$ cat src/rtl/video_dram_arb.sv
`default_nettype none
// ============================================================================
// Module      : video_dram_arb
// Description : Slot-based DRAM read arbiter for one video fetcher and two
//               block requesters (tile-map TM, sprite-render TS). Each DRAM
//               slot is 4 clocks long and ends with a c3 pulse. Arbitration
//               for the following slot happens combinationally in the c3
//               cycle; the winner, mem_req and mem_addr load on the edge
//               that ends c3. Video owns the first min(bw[3:0]+1, window)
//               slots of each 8- or 16-slot window; other slots go to
//               TM, then TS, else stay idle.
// Ports       : clk, res           - clock, synchronous active-high reset
//               c3                 - last cycle of the current slot
//               video_go/addr/bw   - video window enable, address, bandwidth
//               video_pre_next     - video wins the next slot (c3 cycle)
//               video_next         - video slot completing (c3 cycle)
//               video_strobe       - dram_rdata holds video data
//               tm_req/ts_req      - requester reads, tm_addr/ts_addr
//               ts_pre_next        - TS wins the next slot (c3 cycle)
//               tm_next/ts_next    - requester slot completing (c3 cycle)
//               mem_req/mem_addr   - DRAM request, held for the whole slot
//               mem_rdata          - DRAM data, valid in the c3 cycle
//               dram_rdata         - registered copy of mem_rdata
// Revision    : 1.0 - initial release
// ============================================================================
module video_dram_arb #(
  parameter int ADDR_W = 21
) (
  input  logic              clk,
  input  logic              res,
  input  logic              c3,
  input  logic              video_go,
  input  logic [ADDR_W-1:0] video_addr,
  input  logic [4:0]        video_bw,
  output logic              video_pre_next,
  output logic              video_next,
  output logic              video_strobe,
  input  logic              tm_req,
  input  logic              ts_req,
  input  logic [ADDR_W-1:0] tm_addr,
  input  logic [ADDR_W-1:0] ts_addr,
  output logic              ts_pre_next,
  output logic              tm_next,
  output logic              ts_next,
  output logic              mem_req,
  output logic [ADDR_W-1:0] mem_addr,
  input  logic [15:0]       mem_rdata,
  output logic [15:0]       dram_rdata
);

  typedef enum logic [1:0] {
    OWN_NONE = 2'd0,
    OWN_VID  = 2'd1,
    OWN_TM   = 2'd2,
    OWN_TS   = 2'd3
  } owner_t;

  owner_t            r_owner;
  owner_t            w_owner_nxt;
  owner_t            w_arb;
  logic [ADDR_W-1:0] w_arb_addr;

  logic [3:0]        r_slot;
  logic              r_mem_req;
  logic [ADDR_W-1:0] r_mem_addr;
  logic [15:0]       r_dram_rdata;
  logic              r_video_strobe;

  logic [4:0]        w_vid_cnt;
  logic [4:0]        w_win_len;
  logic [4:0]        w_vid_lim;
  logic [3:0]        w_slot_last;
  logic              w_vid_slot;

  // Video slot budget is clipped to the window so bw[3:0]=15 in an
  // 8-slot window still leaves the counter range consistent.
  assign w_vid_cnt   = {1'b0, video_bw[3:0]} + 5'd1;
  assign w_win_len   = video_bw[4] ? 5'd16 : 5'd8;
  assign w_vid_lim   = (w_vid_cnt < w_win_len) ? w_vid_cnt : w_win_len;
  assign w_slot_last = video_bw[4] ? 4'd15 : 4'd7;
  assign w_vid_slot  = video_go && ({1'b0, r_slot} < w_vid_lim);

  // Arbitration result and owner next-state
  always_comb begin
    w_arb       = OWN_NONE;
    w_arb_addr  = r_mem_addr;
    w_owner_nxt = r_owner;
    if (w_vid_slot) begin
      w_arb      = OWN_VID;
      w_arb_addr = video_addr;
    end else if (tm_req) begin
      w_arb      = OWN_TM;
      w_arb_addr = tm_addr;
    end else if (ts_req) begin
      w_arb      = OWN_TS;
      w_arb_addr = ts_addr;
    end
    if (c3) begin
      w_owner_nxt = w_arb;
    end
  end

  always_ff @(posedge clk) begin
    if (res) begin
      r_owner <= OWN_NONE;
    end else begin
      r_owner <= w_owner_nxt;
    end
  end

  // Single-gate decodes of c3 and registered/arbitrated state
  assign video_pre_next = c3 && (w_arb == OWN_VID);
  assign ts_pre_next    = c3 && (w_arb == OWN_TS);
  assign video_next     = c3 && (r_owner == OWN_VID);
  assign tm_next        = c3 && (r_owner == OWN_TM);
  assign ts_next        = c3 && (r_owner == OWN_TS);

  always_ff @(posedge clk) begin
    if (res) begin
      r_slot         <= 4'd0;
      r_mem_req      <= 1'b0;
      r_mem_addr     <= '0;
      r_dram_rdata   <= 16'd0;
      r_video_strobe <= 1'b0;
    end else begin
      if (c3) begin
        r_mem_req    <= (w_arb != OWN_NONE);
        r_mem_addr   <= w_arb_addr;
        r_dram_rdata <= mem_rdata;
      end
      r_video_strobe <= video_next;
      // Counter past the window end (window shrunk) still wraps at once.
      if (!video_go) begin
        r_slot <= 4'd0;
      end else if (c3) begin
        r_slot <= (r_slot >= w_slot_last) ? 4'd0 : r_slot + 4'd1;
      end
    end
  end

  assign mem_req      = r_mem_req;
  assign mem_addr     = r_mem_addr;
  assign dram_rdata   = r_dram_rdata;
  assign video_strobe = r_video_strobe;

endmodule
`default_nettype wire

$ cat config.mk
export PLATFORM = sky130hd
export DESIGN_NAME = video_dram_arb
export DESIGN_NICKNAME = d
export VERILOG_FILES = /design/src/rtl/video_dram_arb.sv
export SDC_FILE = /design/constraint.sdc
export NUM_CORES = 1
export LEC_CHECK = 0
export ABC_AREA = 1
export BUFFER_PORTS_ARGS = -buffer_cell sky130_fd_sc_hd__buf_4
export CORE_UTILIZATION = 50
export CTS_CLUSTER_SIZE = 8
export DETAILED_ROUTE_END_ITERATION = 8
export GPL_TIMING_DRIVEN = 0
export MAX_ROUTING_LAYER = met4
export PLACE_DENSITY = 0.94
export SLEW_MARGIN = 20
export SYNTH_ARGS = -nofsm -noshare
export SYNTH_HDL_FRONTEND = slang
export SYNTH_SLANG_ARGS = --single-unit
$ cat constraint.sdc
create_clock -name clk -period 6.8 [get_ports clk]
set_input_delay 0 -clock clk [delete_from_list [all_inputs] [get_ports clk]]
set_output_delay 0 -clock clk [all_outputs]
set_load 0.02 [all_outputs]
==> impl_metrics.csv <==
group,metric,value,unit
synthesis,synthCells,386,
run_status,status,"complete, no violations",
sta,setup_slack,4425,ps
synthesis,yosys_warnings,0,
cells_and_area,seq_area,900.9,um^2
floorplan,io_pins,134,
floorplan,rows,26,
placement,portBuffers,132,
pwr,leakagePower,2.136,nW
cells_and_area,num_antenna_cells,0,
clocking,post_cts_resize_count,0,
clocking,postCtsSetupRepairBufs,0,
worst_setup_path,cp.required,6800,ps
sta,skew,6.464,ps
routing,vias,3138,
cells_and_area,multi_input_area,1549,um^2
worst_setup_path,worst_setup_path_start_kind,"primary input",
floorplan,fp.dieW,75.79,um
routing,drc,0,
sta,slew-limit-headroom,69.65,%
global_routing,grt_usage,28.81,%
routing,wl_per_cell,13.32,um
pwr,peakVddDrop,0.1325,mV
flow_run,drv_cap,0,
sta,finalSetupViolations,0,
floorplan,dieArea,5744,um^2
pwr,p_per_area,174.6,nW/um^2
synthesis,syn_nets,484,
pwr,switching_power,235.3,uW
sta,post-route-min-period,2375,ps
sta,finalCritPeriodShare,34.92,%
placement,placed_area,3801,um^2
worst_setup_path,regToRegEndpoint,"mem_addr[2]$_SDFFE_PP0P_",
sta,drv_slew,0,
routing,highest_layer,"met4",
clocking,cts_max_path_buffers,2,
clocking,cts_inserted_buffers,5,
clocking,cts.sinks,45,
synthesis,netlist_area,2723,um^2
pwr,combPwrFrac,33.9,%
routing,drtIter0Drc,158,
worst_setup_path,rrSetupSlack,4940,ps
worst_hold_path,min-delay-start,"video_addr[19]",
global_routing,grt_pass1_wl,12270,um
global_routing,grt_max_degree,17,
worst_setup_path,arrival,2370,ps
synthesis,ys_ff_latch,45,
synthesis,avgSynthCellArea,7.053,um^2
synthesis,ys_seq_area_share,33.09,%
floorplan,die_y,75.79,um
worst_setup_path,crit_path_end_kind,"primary output",
routing,met2_length,4371,um
global_routing,grt_pass1_vias,2804,
global_routing,grt_overflow_total,0,
routing,wl_met3,566,um
worst_setup_path,worstPathMaxFanout,10,
placement,placedCellCount,588,
pwr,p_sw_share,33.06,%
pwr,p_seq_share,41.7,%
clocking,cts_tree,"yes",
pwr,total_power,711.5,uW
cells_and_area,nets,641,
global_routing,grt_antenna_before_repair,0,
routing,routed_wl,8177,um
clocking,cts_root_buffer,"clkbuf_8",
routing,dr.pass1.iters,4,
pwr,power.internal,476.3,uW
cells_and_area,drive_gt1_share,37.13,%
cells_and_area,area_growth,49.68,%
worst_setup_path,ff2ff_path_depth,9,
routing,postRouteAntennaNets,0,
placement,place_hpwl,5949,um
synthesis,synth_cell_type_count,26,
pwr,clkPwrFrac,24.3,%
sta,hold_viol,0,
routing,vias_per_cell,5.111,
floorplan,coreArea,5172,um^2
worst_hold_path,min_delay_worst_endpoint,"mem_addr[19]$_SDFFE_PP0P_",
placement,pre_cts_ws,4275,ps
routing,wl_met1,3129,um
worst_setup_path,worstReg2RegStart,"r_slot[3]$_SDFFE_PP0P_",
placement,finalWeightedCongestion,0.8640,
sta,timing.setup.tns,0,ps
cells_and_area,fin_cells,614,
worst_setup_path,path_class,"primary input to primary output",
sta,worst_pin_slew,455.3,ps
floorplan,initial_core_util,52.64,%
clocking,cts.reportedPaths.clkPinSlew,90,ps
clocking,clk_latency,300,ps
sta,rsz0062_at_grt,"false",
clocking,ctsHtreeMaxLevel,2,
cells_and_area,fillers,365,
sta,fmax,421.1,MHz
worst_hold_path,hold_depth,5,
worst_hold_path,worstHoldPathType,"primary input to flip-flop",
cells_and_area,stdcell_area,4075,um^2
## through the flow
stage               util [%]  hold WS [ps]
global placement       73.49         191.0
CTS                    78.79         34.76
floorplan                  -         69.41
finish                 78.79         36.29
global route           78.79         48.40
detailed placement     73.49         193.7
## flip-flops by register name, summed over array words and instances, names as in the netlist
register	flops
mem_addr	21
dram_rdata	16
r_slot	4
r_owner	2
mem_req	1
video_strobe	1
## layout make-up
class	count	area share [%]
inverter	35	3.224
clock buffer	5	1.689
timing repair buffer	150	28.74
clock inverter	3	0.6141
buffer	23	3.469
sequential	45	22.11
multi-input combinational	283	38.01
tap	70	2.149
## worst max-delay path, stage by stage
cell and delay (ps):
buf_4 100, ha_1 160, nand2_1 70, nor2_1 210
ha_1 290, a21oi_1 180, nand3_1 90, ha_1 300
nand4_1 100, o211a_1 330, buf_2 280, a21oi_1 110
buf_4 160
## cells by family (layout without fill, tap and decap cells)
logic type | Yosys count | count (layout) | synth area share, %
and+or+nand+nor | 220 | 220 | 37.68
muxes | 21 | 21 | 8.686
DFF | 45 | 45 | 33.09
buffers and inverters | 58 | 216 | 10.02
AOI/OAI and AO/OA | 34 | 34 | 6.847
adders and majority gates | 8 | 8 | 3.677
## layer usage
metal  vias up  track usage [%]
met3        14            6.217
met2       121            52.02
met5         -                -
li1       1550                -
met1      1453            31.81
met4         0            7.819
## worst max-delay path by stage
stage	start	to	cells past startpoint
floorplan	video_bw[0]	mem_addr[10]$_SDFFE_PP0P_	15
global placement	video_bw[0]	mem_addr[13]$_SDFFE_PP0P_	16
detailed placement	video_bw[0]	mem_addr[6]$_SDFFE_PP0P_	16
CTS	video_bw[0]	ts_pre_next	13
global route	video_bw[0]	ts_pre_next	13
finish	video_bw[0]	ts_pre_next	13
## cells in the mapped netlist
master | number | area (um^2)
buf_4 | 4 | 30.03
dfxtp_1 | 45 | 900.9
nand3_4 | 1 | 17.52
buf_2 | 8 | 40.04
a31oi_1 | 2 | 12.51
nor2_1 | 83 | 311.6
o21ai_0 | 19 | 95.09
mux2_2 | 21 | 236.5
o21ai_1 | 1 | 5.000
a221oi_1 | 1 | 8.760
nand2_4 | 2 | 22.52
nand4_1 | 2 | 12.51
nor4_1 | 1 | 6.260
nand2_1 | 79 | 296.5
nor3_1 | 3 | 15.01
buf_6 | 4 | 45.04
ha_1 | 8 | 100.1
o211a_1 | 2 | 20.02
nand3_1 | 27 | 135.1
clkbuf_1 | 7 | 26.28
nand3_2 | 19 | 190.2
clkinv_1 | 1 | 3.750
a21oi_1 | 9 | 45.04
or2_2 | 1 | 6.260
nand2_2 | 2 | 12.51
inv_1 | 34 | 127.6
## layout by cell type, fill, tap and decap left out, types with 2 or more instances in the layout
master / n
buf_4: 136
nor2_1: 83
nand2_1: 79
dfxtp_1: 45
inv_1: 34
nand3_1: 27
mux2_2: 21
nand3_2: 19
o21ai_0: 19
dlygate4sd3_1: 18
a21oi_1: 9
buf_2: 8
ha_1: 8
clkbuf_1: 7
clkbuf_8: 5
buf_6: 4
nor3_1: 3
nand4_1: 2
nand2_2: 2
nand2_4: 2
o211a_1: 2
a31oi_1: 2
## power by group through the flow
stage / combinational [mW] / sequential (mW) / clock [mW]
finish: 0.241 / 0.297 / 0.173
global placement: 0.225 / 0.302 / 0
floorplan: 0.110 / 0.326 / 0
detailed placement: 0.232 / 0.302 / 0
global route: 0.265 / 0.299 / 0.188
CTS: 0.241 / 0.296 / 0.176
## what timing repair did
item,in CTS,in global routing
hold endpoints to repair,20,0
endpoints found under the setup margin,0,0
hold buffers,18,0
(Power assumes the default switching activity.)
